<file path="config.mk">
export PLATFORM = sky130hd
export DESIGN_NAME = vedic_mac_accum
export DESIGN_NICKNAME = d
export VERILOG_FILES = /design/src/rtl/vedic_mac_accum.sv
export SDC_FILE = /design/constraint.sdc
export NUM_CORES = 1
export LEC_CHECK = 0
export ABC_AREA = 1
export BUFFER_PORTS_ARGS = -buffer_cell sky130_fd_sc_hd__buf_4
export CORE_MARGIN = 5
export CORE_UTILIZATION = 33
export CTS_BUF_LIST = sky130_fd_sc_hd__clkbuf_4 sky130_fd_sc_hd__clkbuf_8
export CTS_CLUSTER_DIAMETER = 200
export DETAILED_ROUTE_END_ITERATION = 10
export GPL_ROUTABILITY_DRIVEN = 1
export RECOVER_POWER = 50
export SLEW_MARGIN = 15
export SYNTH_ARGS = -nofsm -noshare
export SYNTH_HDL_FRONTEND = slang
export SYNTH_SLANG_ARGS = --single-unit
</file>
<file path="constraint.sdc">
create_clock -name clk -period 2.4 [get_ports clk]
set_input_delay 0.48 -clock clk [delete_from_list [all_inputs] [get_ports clk]]
set_output_delay 0.48 -clock clk [all_outputs]
set_load 0.005 [all_outputs]
</file>
<file path="src/rtl/vedic_mac_accum.sv">
// Saturating dot-product accumulator behind the 8x8 Vedic multiplier.
// Sums one frame of 16-bit products and holds the result under a valid/ready handshake.
module vedic_mac_accum #(
  parameter int unsigned ACC_W     = 20,
  parameter int unsigned CNT_W     = 8,
  parameter int unsigned MAX_TERMS = 255
) (
  input  logic             clk,
  input  logic             rst,
  input  logic             clr,
  input  logic             in_valid,
  output logic             in_ready,
  input  logic [15:0]      in_product,
  input  logic             in_last,
  output logic             out_valid,
  input  logic             out_ready,
  output logic [ACC_W-1:0] out_acc,
  output logic [CNT_W-1:0] out_count,
  output logic             out_sat,
  output logic             out_trunc
);

  typedef enum logic {ACCUM, DONE} state_t;

  state_t             state_q, state_d;
  logic [ACC_W-1:0]   acc_q, acc_d;
  logic [CNT_W-1:0]   cnt_q, cnt_d;
  logic               sat_q, sat_d;
  logic               out_valid_q, out_valid_d;
  logic [ACC_W-1:0]   out_acc_q, out_acc_d;
  logic [CNT_W-1:0]   out_count_q, out_count_d;
  logic               out_sat_q, out_sat_d;
  logic               out_trunc_q, out_trunc_d;

  logic [ACC_W:0]     sum;
  logic [ACC_W-1:0]   acc_upd;
  logic               sat_upd;
  logic [CNT_W-1:0]   cnt_inc;
  logic               accept;
  logic               limit_hit;

  // Datapath for a single accepted beat; the carry bit flags saturation.
  always_comb begin
    accept    = in_valid && (state_q == ACCUM);
    sum       = {1'b0, acc_q} + (ACC_W+1)'(in_product);
    acc_upd   = sum[ACC_W] ? {ACC_W{1'b1}} : sum[ACC_W-1:0];
    sat_upd   = sat_q | sum[ACC_W];
    cnt_inc   = cnt_q + CNT_W'(1);
    limit_hit = (cnt_inc == CNT_W'(MAX_TERMS));
  end

  // Next-state and output-register logic; clr overrides everything but rst.
  always_comb begin
    state_d     = state_q;
    acc_d       = acc_q;
    cnt_d       = cnt_q;
    sat_d       = sat_q;
    out_valid_d = out_valid_q;
    out_acc_d   = out_acc_q;
    out_count_d = out_count_q;
    out_sat_d   = out_sat_q;
    out_trunc_d = out_trunc_q;

    case (state_q)
      ACCUM: begin
        if (accept) begin
          acc_d = acc_upd;
          cnt_d = cnt_inc;
          sat_d = sat_upd;
          if (in_last || limit_hit) begin
            state_d     = DONE;
            out_valid_d = 1'b1;
            out_acc_d   = acc_upd;
            out_count_d = cnt_inc;
            out_sat_d   = sat_upd;
            out_trunc_d = !in_last;
          end
        end
      end
      DONE: begin
        if (out_ready) begin
          state_d     = ACCUM;
          out_valid_d = 1'b0;
          acc_d       = '0;
          cnt_d       = '0;
          sat_d       = 1'b0;
        end
      end
      default: state_d = ACCUM;
    endcase

    if (clr) begin
      state_d     = ACCUM;
      acc_d       = '0;
      cnt_d       = '0;
      sat_d       = 1'b0;
      out_valid_d = 1'b0;
      out_acc_d   = '0;
      out_count_d = '0;
      out_sat_d   = 1'b0;
      out_trunc_d = 1'b0;
    end
  end

  always_ff @(posedge clk) begin
    if (rst) begin
      state_q     <= ACCUM;
      acc_q       <= '0;
      cnt_q       <= '0;
      sat_q       <= 1'b0;
      out_valid_q <= 1'b0;
      out_acc_q   <= '0;
      out_count_q <= '0;
      out_sat_q   <= 1'b0;
      out_trunc_q <= 1'b0;
    end else begin
      state_q     <= state_d;
      acc_q       <= acc_d;
      cnt_q       <= cnt_d;
      sat_q       <= sat_d;
      out_valid_q <= out_valid_d;
      out_acc_q   <= out_acc_d;
      out_count_q <= out_count_d;
      out_sat_q   <= out_sat_d;
      out_trunc_q <= out_trunc_d;
    end
  end

  assign in_ready  = (state_q == ACCUM);
  assign out_valid = out_valid_q;
  assign out_acc   = out_acc_q;
  assign out_count = out_count_q;
  assign out_sat   = out_sat_q;
  assign out_trunc = out_trunc_q;

endmodule

</file>
==> impl_metrics.prom <==
# TYPE chip_impl_metric gauge
chip_impl_info{name="status",value="complete, no violations"} 1
chip_impl_metric{name="grt_antenna_before_repair",unit=""} 0
chip_impl_metric{name="die_w",unit="um"} 115
chip_impl_info{name="timing.critical_path.from_type",value="flop"} 1
chip_impl_metric{name="cts.hold.buffers_added",unit=""} 0
chip_impl_metric{name="rows",unit=""} 38
chip_impl_metric{name="layout_cell_share_with_drive_strength_beyond_1",unit="%"} 17.7
chip_impl_metric{name="num_antenna_cells",unit=""} 0
chip_impl_metric{name="least_margin_pin_slew",unit="ps"} 648
chip_impl_metric{name="chipHeight",unit="um"} 115
chip_impl_metric{name="postSynthRegisterBits",unit=""} 61
chip_impl_metric{name="ioPinCount",unit=""} 54
chip_impl_metric{name="globalRouteOverflowTotal",unit=""} 0
chip_impl_metric{name="place_hpwl",unit="mm"} 7.46
chip_impl_metric{name="nNetsFinal",unit=""} 663
chip_impl_info{name="most-common-layout-cells",value="sky130_fd_sc_hd__nand2_1 (167), sky130_fd_sc_hd__nor2_1 (70), sky130_fd_sc_hd__inv_1 (66), sky130_fd_sc_hd__dfxtp_1 (61), sky130_fd_sc_hd__a21oi_1 (40)"} 1
chip_impl_metric{name="power_leakage",unit="uW"} 0.00220
chip_impl_metric{name="cts_repair_resize_count",unit=""} 0
chip_impl_metric{name="synthesis.instances",unit=""} 562
chip_impl_metric{name="post-route-worst-setup-slack",unit="ps"} 210
chip_impl_info{name="root_buffer",value="sky130_fd_sc_hd__clkbuf_8"} 1
chip_impl_metric{name="detail_route.drc_violations",unit=""} 0
chip_impl_metric{name="core_area",unit="sq um"} 10800
chip_impl_metric{name="layout.cells.non_filler",unit=""} 767
chip_impl_metric{name="netlist_area",unit="sq um"} 3650
chip_impl_metric{name="number_of_global_route_vias_before_repair",unit=""} 3467
chip_impl_metric{name="cts-root-to-sink-buffers",unit=""} 2
chip_impl_metric{name="slew_violations",unit=""} 0
chip_impl_metric{name="timing.fmax",unit="MHz"} 457
chip_impl_metric{name="max-slew-margin-rel",unit="%"} 56.8
chip_impl_metric{name="finalHoldViolCount",unit=""} 0
chip_impl_metric{name="post_drt_via_cell_ratio",unit=""} 4.63
chip_impl_metric{name="finalWirelength",unit="mm"} 10.1
chip_impl_metric{name="dr.pass1.iters",unit=""} 4
chip_impl_metric{name="globalplace.congestion",unit=""} 0.897
chip_impl_metric{name="drt.antenna.violating_nets",unit=""} 0
chip_impl_metric{name="route.detailed.wl_per_inst",unit="um"} 13.1
chip_impl_metric{name="post-place-cells",unit=""} 750
chip_impl_metric{name="post_synth_mux_area_share",unit="%"} 0
chip_impl_info{name="synth_top_family_by_area",value="simple AND/OR/NAND/NOR gates"} 1
chip_impl_metric{name="cp_max_fo",unit=""} 24
chip_impl_metric{name="initial_core_util",unit="%"} 33.7
chip_impl_metric{name="path_clk_slew",unit="ps"} 80
chip_impl_metric{name="grt_max_degree",unit=""} 36
chip_impl_metric{name="setup-violations-final",unit=""} 0
chip_impl_metric{name="floorplan_die_area",unit="sq um"} 13300
chip_impl_metric{name="layout.core_utilization",unit="%"} 40.8
chip_impl_metric{name="p_per_area",unit="nW/um^2"} 553
chip_impl_metric{name="htree_levels",unit=""} 3
chip_impl_metric{name="io_buffer_count",unit=""} 53
chip_impl_metric{name="finalWorstPathRequiredPeriod",unit="ps"} 2190
chip_impl_info{name="final_common_cell",value="sky130_fd_sc_hd__nand2_1"} 1
chip_impl_metric{name="cts_sinks",unit=""} 61
chip_impl_metric{name="placement.setup.worst_slack",unit="ps"} -79.7
chip_impl_metric{name="cts-buffers-inserted",unit=""} 9
chip_impl_metric{name="post-route-period-util",unit="%"} 91.2
chip_impl_metric{name="post_synth_xor_area_fraction",unit="%"} 2.84
chip_impl_metric{name="syn_avg_cell_area",unit="sq um"} 6.50
chip_impl_metric{name="post-route-cell-area",unit="sq um"} 4430
chip_impl_info{name="worstSetupPathType",value="reg -> reg"} 1
chip_impl_metric{name="synth_compound_gate_area_share",unit="%"} 10.6
chip_impl_metric{name="synthesis.nets",unit=""} 603
chip_impl_metric{name="synth_warnings",unit=""} 0
chip_impl_metric{name="place_area",unit="sq um"} 4220
chip_impl_metric{name="yosys.area_share.adder",unit="%"} 6.71
chip_impl_info{name="grt_setup_unrepaired",value="false"} 1
chip_impl_info{name="endpoint_kind",value="flop"} 1
chip_impl_info{name="worst_min_path_class",value="reg -> reg"} 1
chip_impl_metric{name="timing.max_cap.violations",unit=""} 0
chip_impl_metric{name="finalClockSkew",unit="ps"} 15.2
chip_impl_metric{name="clkLatencyLatePin",unit="ps"} 350
chip_impl_metric{name="worst_ir_drop_vdd",unit="mV"} 0.216
chip_impl_metric{name="post_cts_setup_repair_buffer_count",unit=""} 0
chip_impl_metric{name="synth_simple_gate_area_share",unit="%"} 36.2
chip_impl_metric{name="worstPathArrival",unit="ps"} 2420
chip_impl_metric{name="area.growth.synth_to_final",unit="%"} 21.1
chip_impl_metric{name="critPathRequiredTime",unit="ps"} 2630
chip_impl_info{name="cts_tree",value="yes"} 1
chip_impl_metric{name="grt_first_pass_wirelength",unit="mm"} 16.7
chip_impl_metric{name="track_usage",unit="%"} 15.6
chip_impl_metric{name="yosysSeqAreaShare",unit="%"} 33.4
chip_impl_metric{name="vias_post_dr",unit=""} 3550
chip_impl_metric{name="drtIter0Drc",unit=""} 202
chip_impl_metric{name="synthDistinctLibCells",unit=""} 33
## cells in the mapped netlist (all sizes together)
| library cell | n | share of area [%] |
|---|---|---|
| or2 | 1 | 0.17 |
| o22ai | 1 | 0.17 |
| nand4 | 3 | 0.51 |
| and2 | 1 | 0.17 |
| nand3 | 36 | 5.2 |
| xor2 | 11 | 2.8 |
| a21boi | 1 | 0.21 |
| dfxtp | 61 | 33 |
| o21ai | 32 | 4.4 |
| fa | 1 | 0.55 |
| nand3b | 1 | 0.21 |
| inv | 68 | 7.1 |
| ha | 18 | 6.2 |
| clkbuf | 7 | 0.72 |
| buf | 10 | 2.4 |
| and3 | 1 | 0.17 |
| nor2 | 93 | 11 |
| nor3 | 5 | 0.68 |
| o21bai | 2 | 0.41 |
| nand2 | 169 | 18 |
| a21oi | 40 | 5.5 |
## metal layers
metal  wire length (um)  vias to the layer above  global-route usage (%)
met1               4900                     1593                    21.3
li1                   -                     1884                       -
met2               4660                       69                    25.1
met5                  0                        -                       0
met4                 82                        0                    5.40
met3                429                        4                    2.53
## critical path, cell delays in order (launching register included)
cell	delay, ps
sky130_fd_sc_hd__dfxtp_1	400
sky130_fd_sc_hd__ha_1	250
sky130_fd_sc_hd__xor2_1	200
sky130_fd_sc_hd__inv_1	80
sky130_fd_sc_hd__nor2_1	140
sky130_fd_sc_hd__nand3_1	90
sky130_fd_sc_hd__nor2_1	130
sky130_fd_sc_hd__nand2_2	150
sky130_fd_sc_hd__nand2_8	200
sky130_fd_sc_hd__inv_6	130
sky130_fd_sc_hd__nor2_1	190
sky130_fd_sc_hd__nor2_1	70
## cells by family (layout without fill, tap and decap cells)
| family | count (synthesis) | in the layout |
|---|---|---|
| compound gates | 76 | 76 |
| xor+xnor | 11 | 11 |
| fa+ha+maj | 19 | 19 |
| buf+inv | 85 | 149 |
| flops | 61 | 61 |
| simple gates | 310 | 311 |
## path summary, 6_finish.rpt
| check | endpoint | cells after the start | slack [ps] | startpoint |
|---|---|---|---|---|
| worst max-delay path | out_acc[10] | 11 | 210 | cnt_q[1] |
| worst min-delay path | out_trunc | 2 | 450 | out_trunc |
| worst max register to register | out_acc[10] | 11 | 210 | cnt_q[1] |
| worst min register to register | out_trunc | 2 | 450 | out_trunc |
## metrics by stage
step / hold WS [ps] / total power [uW] / TNS [ps]
final: 455 / 2450 / 0
after floorplan: 443 / 1350 / 0
after detailed placement: 444 / 1490 / -502
after CTS: 457 / 2470 / 0
after global routing: 477 / 2580 / 0
after global placement: 436 / 1480 / -93.1
## cell type report
class                      instances  area (sq um)
fill                            1184          6410
clock inverter                     5          58.8
multi-input combinational        417          2060
timing repair buffer              65           497
clock buffer                      11           151
tap                              140           175
sequential                        61          1220
inverter                          68           260
## report_power, final
| part | switching (uW) | internal (uW) | total [uW] |
|---|---|---|---|
| combinational | 249 | 150 | 400 |
| sequential | 18.5 | 1040 | 1060 |
| clock | 453 | 536 | 989 |
| total | 720 | 1730 | 2450 |
## registers in the layout (all words and copies together), names as in the netlist
| signal | flops |
|---|---|
| out_valid | 1 |
| sat_q | 1 |
| out_sat | 1 |
| out_trunc | 1 |
| acc_q | 20 |
| state_q | 1 |
| cnt_q | 8 |
| out_count | 8 |
| out_acc | 20 |
Note: power is estimated with default switching activity, not from simulation.
